## config.mk

```make
export PLATFORM = sky130hd
export DESIGN_NAME = order_tx_serializer_flat
export DESIGN_NICKNAME = d
export VERILOG_FILES = /design/src/rtl/order_tx_serializer_if.sv /design/src/rtl/order_tx_serializer.sv /design/src/flat_wrapper.sv
export SDC_FILE = /design/constraint.sdc
export NUM_CORES = 1
export LEC_CHECK = 0
export ABC_AREA = 1
export CELL_PAD_IN_SITES_DETAIL_PLACEMENT = 0
export CELL_PAD_IN_SITES_GLOBAL_PLACEMENT = 1
export CORE_ASPECT_RATIO = 0.8
export CORE_MARGIN = 2
export CORE_UTILIZATION = 45
export CTS_CLUSTER_SIZE = 28
export DETAILED_ROUTE_END_ITERATION = 7
export GPL_ROUTABILITY_DRIVEN = 0
export PLACE_DENSITY_LB_ADDON = 0.1
export SLEW_MARGIN = 20
export SYNTH_ARGS = -nofsm -noshare
export SYNTH_HDL_FRONTEND = slang
export SYNTH_SLANG_ARGS = --single-unit
```

## constraint.sdc

```tcl
create_clock -name i_clk -period 33.5 [get_ports i_clk]
set_clock_uncertainty 0.05 [all_clocks]
set_input_delay 3.35 -clock i_clk [delete_from_list [all_inputs] [get_ports i_clk]]
set_output_delay 3.35 -clock i_clk [all_outputs]
set_load 0.005 [all_outputs]
```

## src/rtl/order_tx_serializer_if.sv

```systemverilog
// Quote-output link between the trading core, the serializer and the NIC side.
// Carries the bundle-pair capture port and the valid/ready beat stream.
interface order_tx_serializer_if #(
  parameter int REG_WIDTH = 32
);
  logic                 i_valid;
  logic [REG_WIDTH-1:0] i_reg_0_b, i_reg_1_b, i_reg_2_b, i_reg_3_b, i_reg_4_b,
                        i_reg_5_b, i_reg_6_b, i_reg_7_b, i_reg_8_b;
  logic [REG_WIDTH-1:0] i_reg_0_s, i_reg_1_s, i_reg_2_s, i_reg_3_s, i_reg_4_s,
                        i_reg_5_s, i_reg_6_s, i_reg_7_s, i_reg_8_s;
  logic                 i_tx_ready;
  logic [REG_WIDTH-1:0] o_tx_data;
  logic                 o_tx_valid;
  logic                 o_tx_sof;
  logic                 o_tx_eof;
  logic                 o_tx_side;
  logic                 o_full;
  logic [15:0]          o_drop_count;

  // Core / downstream side: drives bundles and ready, observes the stream.
  modport master (
    output i_valid,
    output i_reg_0_b, i_reg_1_b, i_reg_2_b, i_reg_3_b, i_reg_4_b,
           i_reg_5_b, i_reg_6_b, i_reg_7_b, i_reg_8_b,
    output i_reg_0_s, i_reg_1_s, i_reg_2_s, i_reg_3_s, i_reg_4_s,
           i_reg_5_s, i_reg_6_s, i_reg_7_s, i_reg_8_s,
    output i_tx_ready,
    input  o_tx_data, o_tx_valid, o_tx_sof, o_tx_eof, o_tx_side,
    input  o_full, o_drop_count
  );

  // Serializer side.
  modport slave (
    input  i_valid,
    input  i_reg_0_b, i_reg_1_b, i_reg_2_b, i_reg_3_b, i_reg_4_b,
           i_reg_5_b, i_reg_6_b, i_reg_7_b, i_reg_8_b,
    input  i_reg_0_s, i_reg_1_s, i_reg_2_s, i_reg_3_s, i_reg_4_s,
           i_reg_5_s, i_reg_6_s, i_reg_7_s, i_reg_8_s,
    input  i_tx_ready,
    output o_tx_data, o_tx_valid, o_tx_sof, o_tx_eof, o_tx_side,
    output o_full, o_drop_count
  );
endinterface

```

## src/rtl/order_tx_serializer.sv

```systemverilog
// Transmit serializer: buffers DEPTH buy/sell bundle pairs and streams them as
// REG_WIDTH-bit beats, buy message first, then sell.
// Optional feature macro ORDER_TX_CHECKSUM_EN appends an XOR word (word 9)
// to every message.
module order_tx_serializer #(
  parameter int REG_WIDTH = 32,
  parameter int DEPTH     = 2
) (
  input logic              i_clk,
  input logic              i_reset_n,
  order_tx_serializer_if.slave bus
);
`ifdef ORDER_TX_CHECKSUM_EN
  localparam logic [3:0] LAST = 4'd9;
`else
  localparam logic [3:0] LAST = 4'd8;
`endif
  localparam int PW = $clog2(DEPTH);
  localparam int OW = PW + 1;
  localparam logic [OW-1:0] FULL_OCC = OW'(DEPTH);

  typedef enum logic [1:0] {IDLE, SEND_BUY, SEND_SELL} state_t;

  state_t               state_q, state_d;
  logic [3:0]           idx_q, idx_d;
  logic [PW-1:0]        wr_ptr, rd_ptr, rd_ptr_d;
  logic [OW-1:0]        occ, occ_left, occ_d;
  logic [15:0]          drop_cnt;
  logic                 xfer, push, pop, last, bypass;
  logic [4:0]           word_sel;
  logic [17:0][REG_WIDTH-1:0] in_words;
  logic [REG_WIDTH-1:0] mem [DEPTH][18];
  logic [REG_WIDTH-1:0] data_q, data_d, rd_word;
  logic                 valid_q, sof_q, eof_q, side_q;
  logic                 valid_d, sof_d, eof_d, side_d;
`ifdef ORDER_TX_CHECKSUM_EN
  logic [REG_WIDTH-1:0] csum;
`endif

  // Slot layout: words 0..8 buy, 9..17 sell.
  assign in_words = {bus.i_reg_8_s, bus.i_reg_7_s, bus.i_reg_6_s, bus.i_reg_5_s,
                     bus.i_reg_4_s, bus.i_reg_3_s, bus.i_reg_2_s, bus.i_reg_1_s,
                     bus.i_reg_0_s,
                     bus.i_reg_8_b, bus.i_reg_7_b, bus.i_reg_6_b, bus.i_reg_5_b,
                     bus.i_reg_4_b, bus.i_reg_3_b, bus.i_reg_2_b, bus.i_reg_1_b,
                     bus.i_reg_0_b};

  // Next-state and next registered beat. The output register is loaded with
  // the beat that will be on the wire after this edge, so a capture into an
  // empty FIFO bypasses buy word 0 straight from the inputs.
  always_comb begin
    xfer     = valid_q && bus.i_tx_ready;
    push     = bus.i_valid && (occ != FULL_OCC);
    last     = (idx_q == LAST);
    pop      = xfer && (state_q == SEND_SELL) && last;
    occ_left = occ - OW'(pop);
    occ_d    = occ_left + OW'(push);
    rd_ptr_d = rd_ptr + PW'(pop);
    bypass   = (occ_left == '0);
    state_d  = state_q;
    idx_d    = idx_q;
    case (state_q)
      IDLE: if (occ != '0 || push) begin
        state_d = SEND_BUY;
        idx_d   = 4'd0;
      end
      SEND_BUY: if (xfer) begin
        if (last) begin
          state_d = SEND_SELL;
          idx_d   = 4'd0;
        end else begin
          idx_d = idx_q + 4'd1;
        end
      end
      SEND_SELL: if (xfer) begin
        if (last) begin
          state_d = (occ_d != '0) ? SEND_BUY : IDLE;
          idx_d   = 4'd0;
        end else begin
          idx_d = idx_q + 4'd1;
        end
      end
      default: begin
        state_d = IDLE;
        idx_d   = 4'd0;
      end
    endcase

    valid_d  = (state_d != IDLE);
    side_d   = (state_d == SEND_SELL);
    sof_d    = valid_d && (idx_d == 4'd0);
    eof_d    = valid_d && (idx_d == LAST);
    word_sel = (side_d ? 5'd9 : 5'd0) + {1'b0, (idx_d > 4'd8) ? 4'd8 : idx_d};
    rd_word  = mem[rd_ptr_d][word_sel];
`ifdef ORDER_TX_CHECKSUM_EN
    csum = '0;
    for (int k = 0; k < 9; k++)
      csum = csum ^ mem[rd_ptr_d][(side_d ? 5'd9 : 5'd0) + 5'(k)];
    if (idx_d == 4'd9) rd_word = csum;
`endif
    if (!valid_d)    data_d = '0;
    else if (bypass) data_d = in_words[0];
    else             data_d = rd_word;
  end

  // FSM state, beat index and registered beat outputs.
  always_ff @(posedge i_clk or negedge i_reset_n) begin
    if (!i_reset_n) begin
      state_q <= IDLE;
      idx_q   <= 4'd0;
      data_q  <= '0;
      valid_q <= 1'b0;
      sof_q   <= 1'b0;
      eof_q   <= 1'b0;
      side_q  <= 1'b0;
    end else begin
      state_q <= state_d;
      idx_q   <= idx_d;
      data_q  <= data_d;
      valid_q <= valid_d;
      sof_q   <= sof_d;
      eof_q   <= eof_d;
      side_q  <= side_d;
    end
  end

  // FIFO pointers, occupancy and saturating drop counter.
  always_ff @(posedge i_clk or negedge i_reset_n) begin
    if (!i_reset_n) begin
      wr_ptr   <= '0;
      rd_ptr   <= '0;
      occ      <= '0;
      drop_cnt <= 16'd0;
    end else begin
      if (push) wr_ptr <= wr_ptr + PW'(1);
      rd_ptr <= rd_ptr_d;
      occ    <= occ_d;
      if (bus.i_valid && !push && drop_cnt != 16'hFFFF)
        drop_cnt <= drop_cnt + 16'd1;
    end
  end

  // Bundle storage; contents need no reset since occupancy gates every read.
  always_ff @(posedge i_clk) begin
    if (push)
      for (int k = 0; k < 18; k++) mem[wr_ptr][k] <= in_words[k];
  end

  assign bus.o_tx_data    = data_q;
  assign bus.o_tx_valid   = valid_q;
  assign bus.o_tx_sof     = sof_q;
  assign bus.o_tx_eof     = eof_q;
  assign bus.o_tx_side    = side_q;
  assign bus.o_full       = (occ == FULL_OCC);
  assign bus.o_drop_count = drop_cnt;
endmodule

```

## src/flat_wrapper.sv

```systemverilog
// flat-port wrapper written by rule: the top's interface ports become plain ports
module order_tx_serializer_flat 
#(
  parameter int REG_WIDTH = 32,
  parameter int DEPTH     = 2
)
  (i_clk, i_reset_n, bus_i_valid, bus_i_reg_0_b, bus_i_reg_1_b, bus_i_reg_2_b, bus_i_reg_3_b, bus_i_reg_4_b, bus_i_reg_5_b, bus_i_reg_6_b, bus_i_reg_7_b, bus_i_reg_8_b, bus_i_reg_0_s, bus_i_reg_1_s, bus_i_reg_2_s, bus_i_reg_3_s, bus_i_reg_4_s, bus_i_reg_5_s, bus_i_reg_6_s, bus_i_reg_7_s, bus_i_reg_8_s, bus_i_tx_ready, bus_o_tx_data, bus_o_tx_valid, bus_o_tx_sof, bus_o_tx_eof, bus_o_tx_side, bus_o_full, bus_o_drop_count);
  order_tx_serializer_if #(.REG_WIDTH(REG_WIDTH)) bus_i ();
  input logic i_clk;
  input logic i_reset_n;
  input wire logic [$bits(bus_i.i_valid)-1:0] bus_i_valid;
  input wire logic [$bits(bus_i.i_reg_0_b)-1:0] bus_i_reg_0_b;
  input wire logic [$bits(bus_i.i_reg_1_b)-1:0] bus_i_reg_1_b;
  input wire logic [$bits(bus_i.i_reg_2_b)-1:0] bus_i_reg_2_b;
  input wire logic [$bits(bus_i.i_reg_3_b)-1:0] bus_i_reg_3_b;
  input wire logic [$bits(bus_i.i_reg_4_b)-1:0] bus_i_reg_4_b;
  input wire logic [$bits(bus_i.i_reg_5_b)-1:0] bus_i_reg_5_b;
  input wire logic [$bits(bus_i.i_reg_6_b)-1:0] bus_i_reg_6_b;
  input wire logic [$bits(bus_i.i_reg_7_b)-1:0] bus_i_reg_7_b;
  input wire logic [$bits(bus_i.i_reg_8_b)-1:0] bus_i_reg_8_b;
  input wire logic [$bits(bus_i.i_reg_0_s)-1:0] bus_i_reg_0_s;
  input wire logic [$bits(bus_i.i_reg_1_s)-1:0] bus_i_reg_1_s;
  input wire logic [$bits(bus_i.i_reg_2_s)-1:0] bus_i_reg_2_s;
  input wire logic [$bits(bus_i.i_reg_3_s)-1:0] bus_i_reg_3_s;
  input wire logic [$bits(bus_i.i_reg_4_s)-1:0] bus_i_reg_4_s;
  input wire logic [$bits(bus_i.i_reg_5_s)-1:0] bus_i_reg_5_s;
  input wire logic [$bits(bus_i.i_reg_6_s)-1:0] bus_i_reg_6_s;
  input wire logic [$bits(bus_i.i_reg_7_s)-1:0] bus_i_reg_7_s;
  input wire logic [$bits(bus_i.i_reg_8_s)-1:0] bus_i_reg_8_s;
  input wire logic [$bits(bus_i.i_tx_ready)-1:0] bus_i_tx_ready;
  output wire logic [$bits(bus_i.o_tx_data)-1:0] bus_o_tx_data;
  output wire logic [$bits(bus_i.o_tx_valid)-1:0] bus_o_tx_valid;
  output wire logic [$bits(bus_i.o_tx_sof)-1:0] bus_o_tx_sof;
  output wire logic [$bits(bus_i.o_tx_eof)-1:0] bus_o_tx_eof;
  output wire logic [$bits(bus_i.o_tx_side)-1:0] bus_o_tx_side;
  output wire logic [$bits(bus_i.o_full)-1:0] bus_o_full;
  output wire logic [$bits(bus_i.o_drop_count)-1:0] bus_o_drop_count;
  assign bus_i.i_valid = bus_i_valid;
  assign bus_i.i_reg_0_b = bus_i_reg_0_b;
  assign bus_i.i_reg_1_b = bus_i_reg_1_b;
  assign bus_i.i_reg_2_b = bus_i_reg_2_b;
  assign bus_i.i_reg_3_b = bus_i_reg_3_b;
  assign bus_i.i_reg_4_b = bus_i_reg_4_b;
  assign bus_i.i_reg_5_b = bus_i_reg_5_b;
  assign bus_i.i_reg_6_b = bus_i_reg_6_b;
  assign bus_i.i_reg_7_b = bus_i_reg_7_b;
  assign bus_i.i_reg_8_b = bus_i_reg_8_b;
  assign bus_i.i_reg_0_s = bus_i_reg_0_s;
  assign bus_i.i_reg_1_s = bus_i_reg_1_s;
  assign bus_i.i_reg_2_s = bus_i_reg_2_s;
  assign bus_i.i_reg_3_s = bus_i_reg_3_s;
  assign bus_i.i_reg_4_s = bus_i_reg_4_s;
  assign bus_i.i_reg_5_s = bus_i_reg_5_s;
  assign bus_i.i_reg_6_s = bus_i_reg_6_s;
  assign bus_i.i_reg_7_s = bus_i_reg_7_s;
  assign bus_i.i_reg_8_s = bus_i_reg_8_s;
  assign bus_i.i_tx_ready = bus_i_tx_ready;
  assign bus_o_tx_data = bus_i.o_tx_data;
  assign bus_o_tx_valid = bus_i.o_tx_valid;
  assign bus_o_tx_sof = bus_i.o_tx_sof;
  assign bus_o_tx_eof = bus_i.o_tx_eof;
  assign bus_o_tx_side = bus_i.o_tx_side;
  assign bus_o_full = bus_i.o_full;
  assign bus_o_drop_count = bus_i.o_drop_count;
  order_tx_serializer #(.REG_WIDTH(REG_WIDTH), .DEPTH(DEPTH)) u_core (.i_clk(i_clk), .i_reset_n(i_reset_n), .bus(bus_i));
endmodule
```

==> key figures, run 1 <==
Yosys
  – Cells after Synth: 4,104
  – Syn_area_per_cell: 12.1 um^2
  – Synth top area cells: edfxtp_1 70%, nand2_1 9.5%, nand3_1 8.4%, dfrtp_1 3.1%, o21ai_0 1.2%
  – Seq cells post-synth: 1,214
  – Synth cell types: 42
  – Syn nets: 4,696
  – YS warnings: 0
  – Synth Cell Area: 0.0496 mm^2
  – Synth area leader: edfxtp_1
  – Seq/Total Area, Yosys: 72.9%
  – Top-area cell type share of the netlist area: 69.8%

Clock network
  – CTS tree: yes
  – Root Driver: clkbuf_16
  – Clk_lat worst skew: 740 ps
  – CTS Hold Buffers Added: 0
  – Sink Count: 1,214
  – Clk pin slew, worst setup/hold paths: 70 ps
  – CTS resizes: 0
  – H-Tree Depth: 3
  – Setup Fix Bufs, Post-CTS: 0
  – CTS Buf Count: 121
  – Clock Path Buffers: 3

Die
  – Num ports: 633
  – FP Rows: 108
  – DIE WIDTH: 375 um
  – Core box area: 0.109 mm^2
  – Starting Density: 45.6%
  – Die Span Y: 301 um
  – DIE AREA: 0.113 mm^2

Global route
  – Pin count of the biggest net entering global routing: 160
  – Aggregate global-route resource usage: 27.9%
  – First-pass GRT wire length: 226,000 um
  – Vias in the first global route: 31.4k
  – Congestion Overflow GR: 0
  – Initial antenna violation count: 41

Final layout
  – FF+latch area: 0.0361 mm^2
  – Most common cell after layout, fill and taps aside: nand2_1
  – Commonest non-fill, non-tap cells in the layout: 1,251 x nand2_1, 1,152 x edfxtp_1, 836 x nand3_1, 631 x clkdlybuf4s50_1, 122 x clkbuf_16
  – Synth-to-Final Area Change: 22.7%
  – Final #Nets: 5,233
  – Multi-input gate area: 0.0118 mm^2
  – Finished Cell Area: 0.0608 mm^2
  – Fill count: 9,085
  – Layout cells sized above 1: 6.68%

STA
  – Pins Over Slew Limit: 0
  – RSZ-0062 raised after global routing: false
  – Worst Tran Pin Value: 1150 ps
  – Slew Limit Headroom: 23.6%
  – Final setup violation count: 0
  – Fmax: 116 MHz
  – Tcrit/Tclk final: 25.7%
  – Fin crit period: 8630 ps
  – Count of final hold-check violations: 0
  – Setup TNS: 0 ps

Route
  – Final ANT Viol Nets: 0
  – Iter 0 DRT Violations: 4,251
  – Vias: 34.0k
  – Drt total wl: 160,000 um
  – # DRC: 0
  – WL/cell: 25.9 um
  – Vias per std cell: 5.50
  – Drt first pass iters: 5

Power
  – Internal power: 3290 uW
  – Worst vdd ir: 0.0716 mV
  – Clock power share: 27.5%
  – Pwr Density: 82.9 mW/mm^2
  – Static leakage: 0.0221 uW
  – Sw frac: 34.8%
  – Logic gate share of total power: 29.8%
  – Sequential share of power: 42.7%
  – Sw power: 1760 uW

Setup path
  – Worst Path Required: 34,100 ps
  – Worst-case reg-to-reg path depth: 25
  – CP Class: input pin to flop
  – Critical Path Sink Type: flop
  – CP arrival: 9220 ps
  – Crit-path max FO: 134
  – Setup crit start kind: input pin

Min path
  – Worst Hold Class: flop to flop
  – Hold depth: 1

Placed design
  – Placed Area: 0.0567 mm^2
  – Port Buffers: 632
  – Final HPWL DP: 105,000 um

Job
  – MaxCap Viol Count: 0

Status
  – Outcome: finished, final reports clean
==> flip-flops by register name, summed over array words and instances (netlist names), 2 cells and up <==
name and cells:
u_core.idx_q 4, u_core.bus.o_drop_count 16, u_core.occ 2, u_core.bus.o_tx_data 32, u_core.state_q 2, u_core.mem 1152
==> kinds of logic after synthesis <==
logic type / count (synthesis) / share of synthesized area [%]
flip-flops: 1214 / 72.9
AO/OA/AOI/OAI: 253 / 2.97
XOR/XNOR: 15 / 0.265
multiplexers: 1 / 0.0202
AND/OR/NAND/NOR: 2281 / 20.0
adder cells (fa/ha/maj): 12 / 0.303
buffers and inverters: 328 / 3.49
==> worst max-delay path: stages <==
cell and delay (ps):
clkdlybuf4s50_1 550, nand2_4 110, nor2_4 140, nand2_2 80, inv_1 80, ha_1 230, inv_1 90, ha_1 240
o21ai_1 130, nand3_1 110, nor2_1 290, ha_4 470, inv_8 810, buf_4 720, buf_4 680, o21ai_0 210
inv_1 90, o21ai_0 70, nand3_1 120, nand3_1 120, nand3_1 130, nand3_1 100, a21oi_2 140
==> routing by layer <==
layer / global-route usage (%) / vias up / routed length [um]
met1: 42.4 / 16792 / 71600
met3: 6.97 / 196 / 15100
met2: 40.4 / 1420 / 70600
met5: 0 / - / 113
met4: 5.94 / 20 / 2850
li1: - / 15615 / -
==> stage by stage <==
stage	power, uW	utilization [%]	instances	setup slack, ps	hold WS [ps]
finish	5040	55.9	6192	24870	445
detailed placement	3680	52.1	5948	24130	437
floorplan	3330	-	4104	4410	435
global route	5270	55.9	6187	24510	475
CTS	5060	55.8	6175	24900	446
global placement	3680	52.1	5948	24250	438
==> Yosys cell counts (all sizes together) <==
library cell and count:
nand2 1266, edfxtp 1152, nand3 840, buf 160
o21ai 135, nor2 109, clkbuf 95, inv 73
dfrtp 62, or2 58, a21oi 54, o22ai 32
o211ai 30, ha 12, xor2 11, nand4 4
xnor2 4, nor4 3, a31oi 2, mux2i 1
nor3 1
==> final timing paths <==
path	from	to	slack, ps
worst max-delay path	bus_i_tx_ready	u_core.bus.o_tx_data[23]$_DFF_PN0_	24870
worst min-delay path	u_core.bus.o_drop_count[14]$_DFFE_PN0P_	u_core.bus.o_drop_count[14]$_DFFE_PN0P_	440
worst max register to register	u_core.state_q[0]$_DFF_PN0_	u_core.bus.o_tx_data[23]$_DFF_PN0_	27340
worst min register to register	u_core.bus.o_drop_count[14]$_DFFE_PN0P_	u_core.bus.o_drop_count[14]$_DFFE_PN0P_	440
max in group asynchronous	i_reset_n	u_core.bus.o_tx_data[31]$_DFF_PN0_	29810
min in group asynchronous	i_reset_n	u_core.bus.o_tx_data[25]$_DFF_PN0_	2490
==> power by group through the flow <==
stage | Combinational [uW] | Sequential [uW] | Clock, uW
floorplan | 810 | 2520 | 0
global placement | 1500 | 2180 | 0
detailed placement | 1500 | 2180 | 0
CTS | 1500 | 2150 | 1400
global route | 1630 | 2180 | 1460
finish | 1500 | 2150 | 1380
==> final cells by class <==
cell class                      instances  share of cell area, %
Tap cell                             1430                   2.94
Clock inverter                         74                   1.35
Timing Repair Buffer                  669                   11.0
Multi-Input combinational cell       2562                   19.3
Antenna cell                           17                 0.0700
Clock buffer                          153                   5.33
Inverter                               73                  0.475
Sequential cell                      1214                   59.5
(Power assumes the default switching activity.)
==> inputs of run 2 (changes only) <==
Clock period 33.5 ns to 8.3 ns, I/O delays scaled along.
==> key figures, run 2 (synthesis results as in run 1) <==
Status
  – Outcome: finished, final reports clean

Route
  – # DRC: 0
  – WL/cell: 25.3 um
  – Vias: 33.8k
  – Final ANT Viol Nets: 0
  – Drt first pass iters: 5
  – Drt total wl: 157,000 um
  – Vias per std cell: 5.45
  – Iter 0 DRT Violations: 3,796

Setup path
  – Worst Path Required: 8850 ps
  – CP Class: flop to flop
  – CP arrival: 5960 ps
  – Setup crit start kind: flop
  – Crit-path max FO: 61
  – Critical Path Sink Type: flop
  – Worst-case reg-to-reg path depth: 23

STA
  – Worst Tran Pin Value: 1100 ps
  – Tcrit/Tclk final: 65.1%
  – Count of final hold-check violations: 0
  – Fin crit period: 5410 ps
  – Fmax: 185 MHz
  – Pins Over Slew Limit: 0
  – RSZ-0062 raised after global routing: false
  – Hold_ws: 466 ps
  – Slew Limit Headroom: 26.4%
  – Final setup violation count: 0

Die
  – FP Rows: 108
  – DIE WIDTH: 375 um
  – Num ports: 633
  – Starting Density: 45.6%
  – Core box area: 0.109 mm^2
  – Die Span Y: 301 um
  – DIE AREA: 0.113 mm^2

Global route
  – Aggregate global-route resource usage: 27.3%
  – Pin count of the biggest net entering global routing: 178
  – Congestion Overflow GR: 0
  – Initial antenna violation count: 52
  – Vias in the first global route: 31.9k
  – First-pass GRT wire length: 222,000 um

Final layout
  – Synth-to-Final Area Change: 23.1%
  – Most common cell after layout, fill and taps aside: nand2_1
  – Max FFs per register: 1,152
  – Top reg by flops: u_core.mem
  – Layout cells sized above 1: 6.91%
  – Commonest non-fill, non-tap cells in the layout: 1,251 x nand2_1, 1,152 x edfxtp_1, 836 x nand3_1, 631 x clkdlybuf4s50_1, 122 x clkbuf_16
  – Fill count: 9,077
  – Final #Nets: 5,235

Min path
  – Hold depth: 1
  – Worst Hold Class: flop to flop

Clock network
  – CTS resizes: 0
  – Root Driver: clkbuf_16
  – Sink Count: 1,214
  – CTS tree: yes
  – Setup Fix Bufs, Post-CTS: 0
  – H-Tree Depth: 3
  – Clock Path Buffers: 3
  – CTS Buf Count: 120
  – Clk_lat worst skew: 750 ps
  – Clk pin slew, worst setup/hold paths: 60 ps

Power
  – Worst vdd ir: 0.487 mV
  – Pwr Total: 20,500 uW
  – Static leakage: 0.0222 uW
  – Pwr Density: 336 mW/mm^2

Placed design
  – Final HPWL DP: 102,000 um
  – Port Buffers: 632

Job
  – MaxCap Viol Count: 0
-- run 2: cell types whose count changed in the layout (fill, tap and decap cells not counted), sizes merged, moves of 2 or more --
cell / before / now
diode: 17 / 24
bufinv: 15 / 20
clkbuf: 153 / 150
clkinv: 55 / 52
buf: 38 / 40
-- run 2: worst paths after layout --
| path | start | to | slack (ps) |
|---|---|---|---|
| setup / recovery | u_core.state_q[0]$_DFF_PN0_ | u_core.bus.o_tx_data[21]$_DFF_PN0_ | 2890 |
| hold / removal | u_core.bus.o_drop_count[15]$_DFFE_PN0P_ | u_core.bus.o_drop_count[15]$_DFFE_PN0P_ | 470 |
| setup reg to reg | u_core.state_q[0]$_DFF_PN0_ | u_core.bus.o_tx_data[21]$_DFF_PN0_ | 2890 |
| hold reg to reg | u_core.bus.o_drop_count[15]$_DFFE_PN0P_ | u_core.bus.o_drop_count[15]$_DFFE_PN0P_ | 470 |
| max in group asynchronous | i_reset_n | u_core.bus.o_tx_data[9]$_DFF_PN0_ | 6680 |
| min in group asynchronous | i_reset_n | u_core.bus.o_tx_data[24]$_DFF_PN0_ | 500 |
-- run 2: final cells by class --
cell class	count	area, um^2	area share [%]
Antenna cell	24	60.1	0.0985
Clock buffer	150	3240	5.31
Clock inverter	75	920	1.51
Inverter	73	302	0.494
Multi-Input combinational cell	2562	11800	19.3
Sequential cell	1214	36100	59.3
Tap cell	1430	1790	2.93
Timing Repair Buffer	672	6780	11.1
-- run 2: per-layer routing --
layer	up-vias	track usage, %	share of wire [%]
li1	15640	-	-
met1	16565	39.3	43
met2	1374	41.0	46
met3	192	7.68	9.5
met4	30	6.58	1.7
met5	-	0	0.12
-- run 2: what timing repair did --
item,4_1_cts,5_1_grt
hold endpoints to repair,16,0
hold buffers,1,0
endpoints found under the setup margin,0,0
-- run 2: power breakdown --
part,internal [uW],switching (uW),total (uW)
Clock,3380,2360,5740
Sequential,8350,321,8670
Combinational,1710,4400,6110
-- run 2: metrics by stage --
step | TNS (ps) | instances | area (um^2) | worst slack, ps | utilization, %
floorplan | -1931800 | 4104 | 49600 | -1680 | -
global placement | 0 | 5950 | 56800 | 2190 | 52.2
detailed placement | 0 | 5950 | 56800 | 2150 | 52.2
CTS | 0 | 6176 | 60900 | 2820 | 56.0
global route | 0 | 6193 | 61000 | 2660 | 56.1
finish | 0 | 6200 | 61000 | 2890 | 56.1
-- run 2: critical path, cell delays in order (launching register included) --
cell and delay [ps]:
dfrtp_1 410, inv_1 90, ha_1 230, inv_1 100
nor2_4 50, nand2_2 80, inv_1 60, ha_1 180
or2_2 290, nand2_1 110, xor2_1 90, o21ai_1 130
nand3_1 110, nor2_1 270, ha_4 210, ha_4 660
inv_6 460, buf_4 370, nand3_1 110, nand2_1 200
o21ai_0 530, nand2_1 210, nand3_1 130, a21oi_2 70
